===== src/rtl/lc3b_fetch_pkg.sv =====
// lc3b_fetch_pkg: shared types for the LC-3b instruction fetch slice.
//   lc3b_word         16-bit datapath word used for every address/data bus
//   lc3b_fetch_state  fetch FSM state (IDLE, REQ, DONE) with fixed encodings
//   lc3b_align        clears bit 0 so a word address is always even
package lc3b_fetch_pkg;

  typedef logic [15:0] lc3b_word;

  // Fixed encodings kept visible so legacy code that compares raw state bits still works.
  localparam logic [1:0] ST_IDLE = 2'd0;
  localparam logic [1:0] ST_REQ  = 2'd1;
  localparam logic [1:0] ST_DONE = 2'd2;

  typedef enum logic [1:0] {
    IDLE = ST_IDLE,
    REQ  = ST_REQ,
    DONE = ST_DONE
  } lc3b_fetch_state;

  function automatic lc3b_word lc3b_align(input lc3b_word w);
    return {w[15:1], 1'b0};
  endfunction

endpackage


===== src/rtl/lc3b_fetch_pc.sv =====
// lc3b_fetch_pc: program counter register for the fetch stage.
//   clk       system clock
//   rst_n     synchronous active-low reset, loads RESET_PC
//   load      load load_val (redirect or pending target); wins over inc
//   load_val  new PC value, bit 0 forced to 0
//   inc       advance PC by 2 (16-bit wrap)
//   pc        current PC, bit 0 always 0
module lc3b_fetch_pc
  import lc3b_fetch_pkg::*;
#(
  parameter lc3b_word RESET_PC = 16'h0000
) (
  input  logic        clk,
  input  logic        rst_n,
  input  logic        load,
  input  logic [15:0] load_val,
  input  logic        inc,
  output logic [15:0] pc
);

  lc3b_word pc_q;
  lc3b_word pc_d;

  always_comb begin
    pc_d = pc_q;
    if (load) begin
      pc_d = lc3b_align(load_val);
    end else if (inc) begin
      pc_d = pc_q + 16'd2;
    end
  end

  always_ff @(posedge clk) begin
    if (!rst_n) begin
      pc_q <= lc3b_align(RESET_PC);
    end else begin
      pc_q <= pc_d;
    end
  end

  assign pc = pc_q;

endmodule


===== src/rtl/lc3b_fetch.sv =====
// lc3b_fetch: LC-3b instruction fetch stage feeding the IR.
//   clk, rst_n   clock and synchronous active-low reset
//   fetch_req    control FSM asks for the next instruction (sampled in IDLE)
//   redirect     load PC with redirect_pc (accepted in any state)
//   redirect_pc  branch/jump target, bit 0 ignored
//   mem_address  read address, always equal to pc
//   mem_read     read request, held until mem_resp
//   mem_resp     one-cycle memory completion pulse
//   mem_rdata    read data, valid with mem_resp
//   instr        last fetched instruction (IR data input)
//   load_ir      one-cycle IR load strobe
//   pc           address of next instruction to fetch
//   busy         high while a fetch is in REQ or DONE
module lc3b_fetch
  import lc3b_fetch_pkg::*;
#(
  parameter lc3b_word RESET_PC = 16'h0000
) (
  input  logic        clk,
  input  logic        rst_n,
  input  logic        fetch_req,
  input  logic        redirect,
  input  logic [15:0] redirect_pc,
  output logic [15:0] mem_address,
  output logic        mem_read,
  input  logic        mem_resp,
  input  logic [15:0] mem_rdata,
  output logic [15:0] instr,
  output logic        load_ir,
  output logic [15:0] pc,
  output logic        busy
);

  lc3b_fetch_state state_q, state_d;
  logic            kill_q, kill_d;
  lc3b_word        pend_q, pend_d;
  lc3b_word        instr_q, instr_d;

  logic            pc_load;
  lc3b_word        pc_load_val;
  logic            pc_inc;

  lc3b_fetch_pc #(
    .RESET_PC (RESET_PC)
  ) u_pc (
    .clk      (clk),
    .rst_n    (rst_n),
    .load     (pc_load),
    .load_val (pc_load_val),
    .inc      (pc_inc),
    .pc       (pc)
  );

  always_comb begin
    state_d     = state_q;
    kill_d      = kill_q;
    pend_d      = pend_q;
    instr_d     = instr_q;
    pc_load     = 1'b0;
    pc_load_val = redirect_pc;
    pc_inc      = 1'b0;

    case (state_q)
      IDLE: begin
        // Redirect takes priority over starting a fetch in the same cycle.
        if (redirect) begin
          pc_load = 1'b1;
        end else if (fetch_req) begin
          state_d = REQ;
        end
      end

      REQ: begin
        if (mem_resp) begin
          if (redirect) begin
            // Same-cycle target beats any older pending target; data dropped.
            pc_load = 1'b1;
            kill_d  = 1'b0;
            state_d = IDLE;
          end else if (kill_q) begin
            pc_load     = 1'b1;
            pc_load_val = pend_q;
            kill_d      = 1'b0;
            state_d     = IDLE;
          end else begin
            instr_d = mem_rdata;
            pc_inc  = 1'b1;
            state_d = DONE;
          end
        end else if (redirect) begin
          // Read stays outstanding at the old pc; target applied on completion.
          pend_d = lc3b_align(redirect_pc);
          kill_d = 1'b1;
        end
      end

      DONE: begin
        if (redirect) begin
          pc_load = 1'b1;
        end
        state_d = IDLE;
      end

      default: begin
        state_d = IDLE;
      end
    endcase
  end

  always_ff @(posedge clk) begin
    if (!rst_n) begin
      state_q <= IDLE;
      kill_q  <= 1'b0;
      pend_q  <= '0;
      instr_q <= '0;
    end else begin
      state_q <= state_d;
      kill_q  <= kill_d;
      pend_q  <= pend_d;
      instr_q <= instr_d;
    end
  end

  assign mem_address = pc;
  assign mem_read    = (state_q == REQ);
  assign load_ir     = (state_q == DONE);
  assign busy        = (state_q != IDLE);
  assign instr       = instr_q;

endmodule


===== config.mk =====
export PLATFORM = sky130hd
export DESIGN_NAME = lc3b_fetch
export DESIGN_NICKNAME = d
export VERILOG_FILES = /design/src/rtl/lc3b_fetch_pkg.sv /design/src/rtl/lc3b_fetch_pc.sv /design/src/rtl/lc3b_fetch.sv
export SDC_FILE = /design/constraint.sdc
export NUM_CORES = 1
export LEC_CHECK = 0
export CORE_MARGIN = 5
export CORE_UTILIZATION = 48
export CTS_CLUSTER_SIZE = 10
export DETAILED_ROUTE_END_ITERATION = 16
export GPL_TIMING_DRIVEN = 0
export PLACE_DENSITY_LB_ADDON = 0.15
export SLEW_MARGIN = 10
export SYNTH_ARGS = -nofsm -noshare
export SYNTH_HDL_FRONTEND = slang
export SYNTH_SLANG_ARGS = --single-unit

===== constraint.sdc =====
create_clock -name clk -period 2.8 [get_ports clk]
set_input_delay 0.56 -clock clk [delete_from_list [all_inputs] [get_ports clk]]
set_output_delay 0.56 -clock clk [all_outputs]
set_load 0.05 [all_outputs]

## Yosys cells after proc, flatten, opt, wreduce, memory -nomap -nowiden

Index checks and enable logic that the tools add are counted.

| cells by class | value |
|---|---|
| reduce and logical (&&, ||, !) cells | 10 |
| multiplexer cells | 23 |
| bitwise logic cells | 4 |
| $add $sub $neg | 1 |
| equal/unequal tests | 5 |

Operators with widths:

| kind | number |
|---|---|
| two-way mux 16 bit | 6 |
| adder 16 x 2 -> 16 bit (second input constant) | 1 |
| two-way mux 1 bit | 10 |
| two-way mux 2 bit | 5 |
| AND reduction 3 bit | 2 |
| nonzero test 2 bit | 3 |
| inequality test 2 bit (second input constant) | 2 |
| NOT 1 bit | 4 |
| one-hot mux 2 bit (2 select lines) | 1 |
| AND reduction 4 bit | 1 |
| OR reduction 2 bit | 2 |
| equality test 2 x 1 -> 1 bit (second input constant) | 1 |
| equality test 2 bit (second input constant) | 1 |
| zero test 2 bit | 1 |
| inequality test 2 x 1 -> 1 bit (second input constant) | 1 |
| one-hot mux 1 bit (2 select lines) | 1 |
| AND reduction 2 bit | 1 |

| word-level totals | value |
|---|---|
| logic and storage cells | 49 |
| input port bits | 37 |
| register bits | 50 |

## Depth between registers and ports, before layout

| depth | value |
|---|---|
| word-level depth | 6 |
| mapped depth | 7 |

## Modules after synthesis

A second synthesis with hierarchy kept.

| second synthesis, totals | value |
|---|---|
| cell total of the unflattened synthesis | 284 |
| area, all modules | 2458.6 sq um |

Modules (own cells, without submodules):

| module | cells each | area an instance (sq um) | times used |
|---|---|---|---|
| lc3b_fetch | 189 | 1675.4 | 1 |
| lc3b_fetch_pc | 95 | 783.3 | 1 |

## Worst setup path before layout

No wires, ideal clock.

| timing path | value |
|---|---|
| path kind | reg-to-reg |
| start point | register state_q[0] |
| end point | register pend_q[1] |
| library setup time | 0.132 ns |
| buffers on the path | 2 |
| period minus slack after synthesis | 2.128 ns |
| stages on the path, launching flop included | 8 |
| setup slack | 0.672 ns |
| arrival | 1.995 ns |
| cells stage by stage | dfxtp_1 nor2b_1 nand2_1 or2_2 clkbuf_1 clkbuf_1 nand2_1 a21oi_1 |

| on the way | value |
|---|---|
| longest elaborated chain between the ends | 2 |

RTL lines:

| item | RTL line | text |
|---|---|---|
| start: declaration | lc3b_fetch.sv:34 | `lc3b_fetch_state state_q, state_d;` |
| start signal: assignment | lc3b_fetch.sv:117 | `state_q <= state_d;` |
| equality test 2 x 1 -> 1 bit | -- |  |
| via mem_read | lc3b_fetch.sv:25 | `output logic mem_read,` |
| AND reduction 3 bit (no line) | -- |  |
| end signal: assignment | lc3b_fetch.sv:119 | `pend_q <= pend_d;` |
| end: declaration | lc3b_fetch.sv:36 | `lc3b_word pend_q, pend_d;` |

The timed path passes the listed nets, and every way through them passes these cells.
A chain may end at the register's enable or synchronous reset.

## Final worst setup path

| timing path | value |
|---|---|
| start point | register state_q[0] |
| end point | output port busy |

| on the way | value |
|---|---|
| longest elaborated chain between the ends | 1 |

RTL lines:

| item | RTL line | text |
|---|---|---|
| nonzero test 2 bit | lc3b_fetch.sv:127 | `assign busy = (state_q != IDLE);` |
| end: declaration | lc3b_fetch.sv:31 | `output logic busy` |

No other way between the ends.

==> results.toml <==
[outcome]
status = "finished, final reports clean"

[finish]
n_antenna_cell = 0
area_delta_synth_final_pct = 41.3
final.fill_count = 446
drive_above_1_share = 0.111
fin_cells = 483
regArea_um2 = 981
layout_commonest_cell = "nand2_1"
nNetsFinal = 450
final_cell_mix = "88 x nand2_1, 84 x clkdlybuf4s50_1, 49 x dfxtp_1"
multi_input_comb_area_um2 = 1260
finish.utilization = 0.690

[detailed_routing]
drtAntennaViolNets = 0
vias_per_cell = 5.22
wl_met2_um = 3250
first_pass_iters = 5
wl_met3_um = 478
finalWirelength_um = 6810
drt_iter0_drc = 221
wl_per_cell_um = 14.1
vias = 2523
top_layer_used = "met4"
wl_met1_um = 2990
drc = 0

[sta]
setup_tns_ps = 0
drv_slew = 0
fin_crit_sh = 0.832
slew_headroom = 0.578
hold_viol = 0
tightestPinTransition_ps = 634
rsz0062_at_grt = "false"
setup-violations-final = 0
fin_skew_ps = 10.2
fin_crit_ps = 2330
max_freq_mhz = 429

[worst_setup_path]
critPathCaptureType = "output port"
worstPathArrival_ps = 1770
start_kind = "register"
worst-setup-path-type = "reg2out"
cp_max_fo = 10
critPathRequiredTime_ps = 2240

[yosys]
ys_dominant_reg_cell = "dfxtp_1"
synth_top_family_by_area = "simple AND/OR/NAND/NOR gates"
ys_seq_elements = 49
syn-cell-area_um2 = 2480
synth_compound_area_frac = 0.223
synth_edf_count = 0
synth_mux_area_frac = 0.0252
avgSynthCellArea_um2 = 7.75
async_flop_share = 0
synth-xor-area-share = 0
synth.distinct_cells = 48
yosysSeqAreaShare = 0.396
synth-simple-area-share = 0.252
synth_fa_ha_area_frac = 0.00505
syn_inst = 320
yosys_warnings = 0

[floorplanning]
rows = 26
io_pins = 88
start_util = 0.488
dieHeight_um = 81.9
die_w_um = 81.9
core-area_um2 = 5070
dieArea_um2 = 6700

[clock_network]
root_buffer = "clkbuf_8"
ctsHoldBuffers = 0
tritoncts = "built"
cts_buffers = 5
clk_pin_slew_ps = 90
ctsResizeCount = 0
cts.sinks = 49
clock_latency_ps = 310
post_cts_buffers = 0
max-clock-path-buffers = 2
ctsHtreeMaxLevel = 2

[place]
numPortBuffers = 84
dp_cells = 475
gp_congestion = 0.905
dp_hpwl_um = 5090

[worst_hold_path]
hp-class = "reg2reg"

[global_route]
antenna_found_initial = 0
track_usage = 0.207
grt_start_max_net_pins = 17
first_global_vias = 2279
grt_pass1_wl_um = 10700
grt_overflow = 0

[pwr]
p_per_area_nw_per_um2 = 462
peakVddDrop_mv = 0.269
p_leak_uw = 0.00131

[job]
drv_cap = 0
==> power by group <==
group          switching (uW)  total, uW  internal, uW
registers                35.4        758           722
clock network             255        432           178
logic                     249        427           178
total                     539       1620          1080
==> stage by stage <==
step	worst slack (ps)	total power (uW)	hold slack [ps]	area [um2]
global placement	327	1200	441	3410
finish	469	1620	459	3500
floorplan	672	1040	436	2480
CTS	457	1630	458	3500
global route	360	1690	476	3500
detailed placement	331	1200	446	3410
==> worst max-delay path, stage by stage, from the launching register on <==
cell and delay, ps:
dfxtp_1 320, buf_2 170, or2_2 280, clkdlybuf4s50_1 700
==> final timing paths <==
check,cells past startpoint,to,slack [ps],from
worst max-delay path,3,busy,470,state_q[0]$_SDFFE_PN0P_
worst min register to register,2,pend_q[6]$_SDFFE_PN0P_,460,pend_q[6]$_SDFFE_PN0P_
worst min-delay path,2,pend_q[6]$_SDFFE_PN0P_,460,pend_q[6]$_SDFFE_PN0P_
worst max register to register,7,u_pc.pc[15]$_SDFFE_PN0P_,850,u_pc.pc[1]$_SDFFE_PN0P_
==> layer usage <==
metal	vias to the layer above	track usage
met5	-	0
met2	82	0.334
met4	0	0.0664
met3	8	0.0493
li1	1270	-
met1	1163	0.271
==> kinds of logic after synthesis <==
family                     Yosys count
AOI/OAI and AO/OA                   87
adders and majority gates            1
buffers and inverters               38
DFF                                 49
muxes                                6
other                                1
and+or+nand+nor                    138
==> state kept, by name, summed over array words and instances (netlist names) <==
signal,count
pend_q,15
kill_q,1
u_pc.pc,15
state_q,2
instr,16
==> cells in the mapped netlist (6+ instances only) <==
| library cell | n | area [um2] |
|---|---|---|
| a21boi_0 | 8 | 60.1 |
| a21oi_1 | 40 | 200 |
| buf_2 | 6 | 30.0 |
| nand3_1 | 11 | 55.1 |
| buf_4 | 22 | 165 |
| clkbuf_1 | 6 | 22.5 |
| dfxtp_1 | 49 | 981 |
| nand2_1 | 88 | 330 |
| a31oi_1 | 6 | 37.5 |
| o21a_1 | 6 | 45.0 |
| nor2_1 | 7 | 26.3 |
==> final cells by class <==
cell class	instances	share of cell area
plain buffers	35	0.0654
clock buffers	5	0.0196
clock inverters	3	0.00643
inverters	3	0.00322
multi-input cells	234	0.360
flip-flops and latches	49	0.280
well taps	70	0.0250
repair buffers	84	0.240
No activity file was read; power rests on OpenSTA's default activity.
